--- src/rtl/matrix_scan_bcm.sv ---
// matrix_scan_bcm: HUB75 row/bit-plane BCM scan sequencer; define MATRIX_SCAN_GHOST_BLANK_EN for OE blanking after row changes
module matrix_scan_bcm #(
  parameter int COLUMNS = 64,
  parameter int ROW_ADDR_BITS = 4,
  parameter int BIT_DEPTH = 6,
  parameter int OE_BASE = 23,
  parameter int OVERLAP = 67,
  parameter int LATCH_WIDTH = 1
`ifdef MATRIX_SCAN_GHOST_BLANK_EN
  , parameter int GHOST_BLANK = 4
`endif
) (
  input  logic                       clk_in,
  input  logic                       reset,
  input  logic                       pixel_ready,
  input  logic [7:0]                 global_brightness,
  output logic [$clog2(COLUMNS)-1:0] column_address,
  output logic                       pixel_shift,
  output logic [ROW_ADDR_BITS-1:0]   row_address,
  output logic [ROW_ADDR_BITS-1:0]   row_address_active,
  output logic [BIT_DEPTH-1:0]       brightness_mask,
  output logic [BIT_DEPTH-1:0]       brightness_mask_active,
  output logic                       row_latch,
  output logic                       output_enable,
  output logic                       frame_start
);
  localparam int CW = $clog2(COLUMNS);
  localparam int OW = $clog2((OE_BASE << (BIT_DEPTH - 1)) + 1);
  localparam int PW = OW + 9;
  localparam int IW = BIT_DEPTH > 1 ? $clog2(BIT_DEPTH) : 1;
  localparam int LW = $clog2(LATCH_WIDTH + 1);
  localparam logic [BIT_DEPTH-1:0] MSB = BIT_DEPTH'(1) << (BIT_DEPTH - 1);

  typedef enum logic [1:0] {IDLE, SHIFT, LATCH_WAIT, LATCH} state_t;

  state_t                   state_q, state_d;
  logic [CW-1:0]            col_q, col_d;
  logic [ROW_ADDR_BITS-1:0] row_q, row_d, row_act_q, row_act_d;
  logic [BIT_DEPTH-1:0]     mask_q, mask_d, mask_act_q, mask_act_d;
  logic [LW-1:0]            lat_q, lat_d;
  logic                     oe_q, oe_d, fs_q, fs_d;
  logic [OW-1:0]            oe_cnt_q, oe_cnt_d, oe_len_q, oe_len_d;
  logic [BIT_DEPTH-1:0]     sel_mask;
  logic [IW-1:0]            idx;
  logic [OW-1:0]            len, scaled;
  logic [PW-1:0]            prod, q8;
  logic                     last_lat, busy, advance, start_oe;

  assign last_lat = state_q == LATCH && lat_q == LW'(LATCH_WIDTH - 1);
  assign advance  = !oe_q || int'(oe_cnt_q) >= OVERLAP;

`ifdef MATRIX_SCAN_GHOST_BLANK_EN
  localparam int GW = $clog2(GHOST_BLANK + 2);
  logic [GW-1:0] blank_q, blank_d;
  logic          row_change;
  assign row_change = last_lat && row_q != row_act_q && GHOST_BLANK > 0;
  assign busy       = oe_q || blank_q != '0;
  assign start_oe   = (last_lat && !row_change) || blank_q == GW'(1);
  always_comb blank_d = row_change ? GW'(GHOST_BLANK) : blank_q != '0 ? blank_q - 1'b1 : blank_q;
`else
  assign busy     = oe_q;
  assign start_oe = last_lat;
`endif

  // OE length is computed for the plane being lit, which is still in mask_q on the latch edge
  always_comb begin
    sel_mask = last_lat ? mask_q : mask_act_q;
    idx = '0;
    for (int i = 0; i < BIT_DEPTH; i++) if (sel_mask[i]) idx = IW'(i);
    len = OW'(OE_BASE) << idx;
    prod = PW'(len) * PW'({1'b0, global_brightness} + 9'd1);
    q8 = prod >> 8;
    scaled = q8 == '0 ? OW'(1) : OW'(q8);
  end

  always_comb begin
    state_d = state_q;
    col_d = col_q;
    row_d = row_q;
    row_act_d = row_act_q;
    mask_d = mask_q;
    mask_act_d = mask_act_q;
    lat_d = lat_q;
    fs_d = 1'b0;
    oe_d = oe_q && oe_cnt_q != oe_len_q - 1'b1;
    oe_cnt_d = oe_q ? oe_cnt_q + 1'b1 : oe_cnt_q;
    oe_len_d = oe_len_q;
    case (state_q)
      IDLE: if (advance) begin
        state_d = SHIFT;
        col_d = CW'(COLUMNS - 1);
        fs_d = row_q == '0 && mask_q == MSB;
      end
      SHIFT: if (pixel_ready) begin
        col_d = col_q - 1'b1;
        state_d = col_q == '0 ? LATCH_WAIT : SHIFT;
      end
      LATCH_WAIT: if (!busy) begin
        state_d = LATCH;
        lat_d = '0;
      end
      default: begin
        lat_d = lat_q + 1'b1;
        if (last_lat) begin
          state_d = IDLE;
          mask_act_d = mask_q;
          row_act_d = row_q;
          mask_d = (mask_q[0] || mask_q == '0) ? MSB : mask_q >> 1;
          row_d = (mask_q[0] || mask_q == '0) ? row_q + 1'b1 : row_q;
        end
      end
    endcase
    if (start_oe) begin
      oe_d = 1'b1;
      oe_cnt_d = '0;
      oe_len_d = scaled;
    end
  end

  always_ff @(posedge clk_in) begin
    if (reset) begin
      state_q <= IDLE;
      col_q <= CW'(COLUMNS - 1);
      row_q <= '0;
      row_act_q <= '0;
      mask_q <= MSB;
      mask_act_q <= '0;
      lat_q <= '0;
      oe_q <= 1'b0;
      fs_q <= 1'b0;
      oe_cnt_q <= '0;
      oe_len_q <= '0;
`ifdef MATRIX_SCAN_GHOST_BLANK_EN
      blank_q <= '0;
`endif
    end else begin
      state_q <= state_d;
      col_q <= col_d;
      row_q <= row_d;
      row_act_q <= row_act_d;
      mask_q <= mask_d;
      mask_act_q <= mask_act_d;
      lat_q <= lat_d;
      oe_q <= oe_d;
      fs_q <= fs_d;
      oe_cnt_q <= oe_cnt_d;
      oe_len_q <= oe_len_d;
`ifdef MATRIX_SCAN_GHOST_BLANK_EN
      blank_q <= blank_d;
`endif
    end
  end

  // strobes are gated by reset so a mid-pulse reset blanks the panel immediately
  assign column_address         = col_q;
  assign pixel_shift            = state_q == SHIFT && pixel_ready && !reset;
  assign row_address            = row_q;
  assign row_address_active     = row_act_q;
  assign brightness_mask        = mask_q;
  assign brightness_mask_active = mask_act_q;
  assign row_latch              = state_q == LATCH && !reset;
  assign output_enable          = oe_q && !reset;
  assign frame_start            = fs_q && !reset;
endmodule

--- config.mk ---
export PLATFORM = sky130hd
export DESIGN_NAME = matrix_scan_bcm
export DESIGN_NICKNAME = d
export VERILOG_FILES = /design/src/rtl/matrix_scan_bcm.sv
export SDC_FILE = /design/constraint.sdc
export NUM_CORES = 1
export LEC_CHECK = 0
export CAP_MARGIN = 20
export CORE_ASPECT_RATIO = 1.2
export CORE_MARGIN = 5
export CORE_UTILIZATION = 60
export CTS_CLUSTER_DIAMETER = 100
export DETAILED_ROUTE_END_ITERATION = 8
export HOLD_SLACK_MARGIN = 0.08
export PLACE_DENSITY = 0.82
export RECOVER_POWER = 25
export SKIP_LAST_GASP = 1
export SYNTH_ARGS = -nofsm -noshare
export SYNTH_HDL_FRONTEND = slang
export SYNTH_SLANG_ARGS = --single-unit
--- constraint.sdc ---
create_clock -name clk_in -period 8.8 [get_ports clk_in]
set_clock_uncertainty 0.05 [all_clocks]
set_input_delay 2.2 -clock clk_in [delete_from_list [all_inputs] [get_ports clk_in]]
set_output_delay 2.2 -clock clk_in [all_outputs]
set_load 0.02 [all_outputs]
==> results.txt <==
----------------------------------------------------
[Logic synthesis]
  Predominant post-synthesis flop cell ... sky130_fd_sc_hd__dfxtp_1
  Post-synthesis cell count ... approximately 670
  Mean Syn Cell Area ... 8.145 um2
  Area share of the leading cell type in the synthesized netlist ... 0.2070
  Netlist area before placement ... between 5000 and 6000 um2
  Syn_nets ... about 770
  Flops & latches, synth ... 51
  Number of synthesis warnings ... 0
  Share of synthesized registers carrying an async set or reset ... 0
  Number of different library cells in the post-synthesis netlist ... 61
  Part of the Yosys area used for sequential elements ... 0.1885
  Library cell occupying the most area in the post-synthesis netlist ... sky130_fd_sc_hd__fa_1
  Top cells by area in the synthesized netlist ... sky130_fd_sc_hd__fa_1 (21%), sky130_fd_sc_hd__dfxtp_1 (19%), sky130_fd_sc_hd__ha_1 (9.5%)
  Number of enable-type register cells in the synthesized netlist ... 0

[Worst setup path]
  Critical Path Start Type ... primary input
  Critical path depth in cells ... 21
  Signal arrival time at the worst endpoint ... 8.47 ns
  Family with the most delay on the worst path ... adder cells
  Critical Path Fanout Max ... 12
  Reg-to-reg endpoint ... oe_len_q[0]$_SDFFE_PP0N_
  Most common cell on crit path ... sky130_fd_sc_hd__fa_1
  Data required time at the worst endpoint ... 8.97 ns
  Number of buffer and inverter instances along the worst setup path ... 3
  Cells along the critical path ... clkdlybuf4s50_1, ha_1, nand3_1, nor2_1, nand3_1, nor2_1, fa_1, fa_1, fa_1, inv_1, fa_1, inv_1, ha_1, o21a_1, o2bb2ai_1, a31oi_1, o2111ai_4, a31oi_4, o21a_2, o31a_1, o41ai_2
  R2R Path Start ... state_q[1]$_SDFFE_PP0P_
  Largest stage delay on the critical path ... 0.68 ns
  Number of cells traversed by the worst register-to-register path ... 21
  Crit path kind ... primary input to register
  Worst path slowest cell ... sky130_fd_sc_hd__clkdlybuf4s50_1
  Endpoint kind of the worst setup timing path ... register
  Worst setup path end ... oe_len_q[0]$_SDFFE_PP0N_
  Source of the critical timing path ... global_brightness[0]
  Flop-to-flop setup slack ... about 1.3 ns

[Clocking]
  Clock insertion delay at the later pin of the skew report ... 0.31 ns
  Number of instances resized during post-cts repair ... 0
  Number of buffers created by CTS ... 5
  Clock-pin slew reported for the worst setup and hold paths after clock tree synthesis ... 0.10 ns
  H-tree level count ... 2
  TritonCTS clock tree ... yes
  Root Driver ... sky130_fd_sc_hd__clkbuf_8
  CTS Sinks ... 51
  # Post-CTS Setup Buffers ... 0
  Maximum buffer depth of the clock tree ... 2
  Hold Buf Count CTS ... 0

[Layout]
  Most frequent cells in the layout ... sky130_fd_sc_hd__nand2_1 (102), sky130_fd_sc_hd__nor2_1 (89), sky130_fd_sc_hd__inv_1 (78)
  Synthesis-to-finish area growth ... 11.50%
  Util after Layout ... 0.6757
  Post-layout nets ... 809
  Proportion of layout cells with a drive suffix above 1 ... 0.03989
  Antenna fix cells ... 0
  Most common library cell in the layout ignoring fill and taps ... sky130_fd_sc_hd__nand2_1
  Finished layout cell area ... 6040 um2
  Final instance count without filler cells ... roughly 820

[Power]
  Sequential fraction of design power ... 0.353
  Proportion of total power due to net switching ... 0.3815
  Leak pwr ... 2.743 nW
  Net load switching power ... about 0.25 mW
  Combinational Power Share ... 0.431
  Total power divided by cell area ... 109.2 nW/um2
  Overall power consumption ... about 0.66 mW
  IR Drop Worst-Case VDD ... 0.0001102 V
  Internal portion of total power ... around 0.4 mW
  Share of total power in the clock network ... 0.216

[GRT]
  GR met3 Demand/Resource ... 0.02742
  Overflow left after global routing ... 0
  Busiest layer in global routing ... met2
  Antenna violations before repair ... 0
  Number of global-route vias before repair ... between 4000 and 5000
  Maximum number of pins on one net before global-route repair ... 46
  First-pass GRT wire length ... ~22000 um
  Total track usage ... 0.2330
  Met2 Use GR ... 0.4268
  Met1 Use GR ... 0.2692

[Timing]
  Min Clock Period, post-route ... about 8.3 ns
  Maximum clock frequency ... 120.5 MHz
  Period Utilization, post-route ... 0.9429
  Worst Hold Margin ... 0.4175 ns
  Relative slew slack ... 0.07657
  Setup TNS ... 0 ns
  Number of endpoints failing setup at the final stage ... 0
  Max-slew violation count ... 0
  RSZ-0062 raised after global routing ... false
  Transition time at the pin with the least slew margin ... between 1 and 1.5 ns
  Hold violation total from the final report ... 0
  Final worst slack ... between 0.5 and 0.6 ns

[Drt]
  Wire length after detailed routing ... 12470 um
  Routed wire length per instance ... 15.16 um
  Final ANT Viol Nets ... 0
  DRC ... 0
  Number of detailed-routing iterations run before antenna repair ... 4
  Mean number of vias per cell ... between 5 and 6
  Vias ... 4657
  Violation count after the first detailed-route iteration ... between 200 and 300

[Floorplan]
  Initial standard-cell utilization of the core ... 0.6060
  Number of rows created at floorplan ... 38
  I/O pins ... 41
  Area of the die ... 11040 um2
  Placeable Area ... 8939 um2
  Height of the die ... between 100 and 150 um
  X dimension of the die ... 96.74 um

[Placement]
  Placed cell areas ... 5947 um2
  Port bufs ... 40
  Final Wtd Congestion ... between 0.9 and 1
  Estimated wirelength of the detail-placed design ... 10260 um
  Post-placement cell count ... 814
  Post-placement worst setup slack ... 0.2305 ns

[Run status]
  Outcome ... completed

[Job]
  Max_cap viols ... 0

[Min path]
  Worst min-delay path category ... register to register

----------------------------------------------------
-- cells by family after synthesis --
logic type                 share of synthesized area
xor gates and xnor gates                     0.06791
muxes                                        0.01617
buffers and inverters                        0.06884
and+or+nand+nor                               0.2421
DFF                                           0.1885
adders and majority gates                     0.3017
AOI/OAI and AO/OA                             0.1148
-- Yosys cell counts (all sizes together) (2+ instances only) --
cell type	number
nand2	102
nor2	89
inv	78
fa	56
dfxtp	51
ha	41
a21oi	34
xnor2	23
nand2b	19
xor2	19
clkbuf	16
o21ai	14
nor3	13
or3	10
nor4	8
nand3	7
mux2i	6
nand4	6
o21a	6
a21boi	5
a31oi	5
and2	5
nor2b	5
a21o	4
nor3b	4
a211oi	3
and3	3
buf	3
nor4bb	3
a311oi	2
nand3b	2
o2111ai	2
o31ai	2
or2	2
-- sequential cells by signal (all words and copies together) (netlist names) --
name	flops
state_q	2
row_address_active	4
oe_cnt_q	10
brightness_mask	6
busy	1
row_address	4
fs_q	1
oe_len_q	10
column_address	6
brightness_mask_active	6
lat_q	1
-- layer usage --
metal | part of all wire | routed length (um)
met5 | 0 | 0
met4 | 0.039 | 485
met3 | 0.039 | 487
met2 | 0.52 | 6519
met1 | 0.40 | 4972
-- final cells by class --
type / instances / area, um2
Clock buffer: 5 / 68.82
Sequential cell: 51 / 1021
Fill cell: 772 / 2899
Multi-Input combinational cell: 517 / 4023
Tap cell: 120 / 150.1
Timing Repair Buffer: 48 / 456.7
Clock inverter: 3 / 27.53
Inverter: 78 / 292.8
-- how the worst min path moves through the flow --
stage                                      startpoint  cells after the start                                endpoint  slack [ns]
3_3_place_gp   brightness_mask_active[0]$_SDFFE_PP0P_                      2  brightness_mask_active[0]$_SDFFE_PP0P_        0.40
4_1_cts        brightness_mask_active[0]$_SDFFE_PP0P_                      2  brightness_mask_active[0]$_SDFFE_PP0P_        0.42
3_5_place_dp   brightness_mask_active[0]$_SDFFE_PP0P_                      2  brightness_mask_active[0]$_SDFFE_PP0P_        0.41
6_report       brightness_mask_active[0]$_SDFFE_PP0P_                      2  brightness_mask_active[0]$_SDFFE_PP0P_        0.42
2_1_floorplan                oe_len_q[9]$_SDFFE_PP0N_                      2                oe_len_q[9]$_SDFFE_PP0N_        0.39
5_1_grt        brightness_mask_active[0]$_SDFFE_PP0P_                      2  brightness_mask_active[0]$_SDFFE_PP0P_        0.45
-- power by group through the flow --
stage | Clock, mW | Combinational, mW | Sequential [mW]
3_5_place_dp | 0 | 0.279 | 0.238
5_1_grt | 0.154 | 0.321 | 0.233
3_3_place_gp | 0 | 0.269 | 0.238
6_report | 0.142 | 0.284 | 0.233
4_1_cts | 0.146 | 0.282 | 0.233
2_1_floorplan | 0 | 0.211 | 0.237
-- worst register-to-register path: cells and delay by family, from the launching register on --
| kind | cells | cell delay (ns) |
|---|---|---|
| adders and majority gates | 5 | 2.43 |
| DFF | 1 | 0.62 |
| and+or+nand+nor | 4 | 1.41 |
| AOI/OAI and AO/OA | 9 | 2.72 |
| buffers and inverters | 3 | 0.16 |
(Power assumes the default switching activity.)
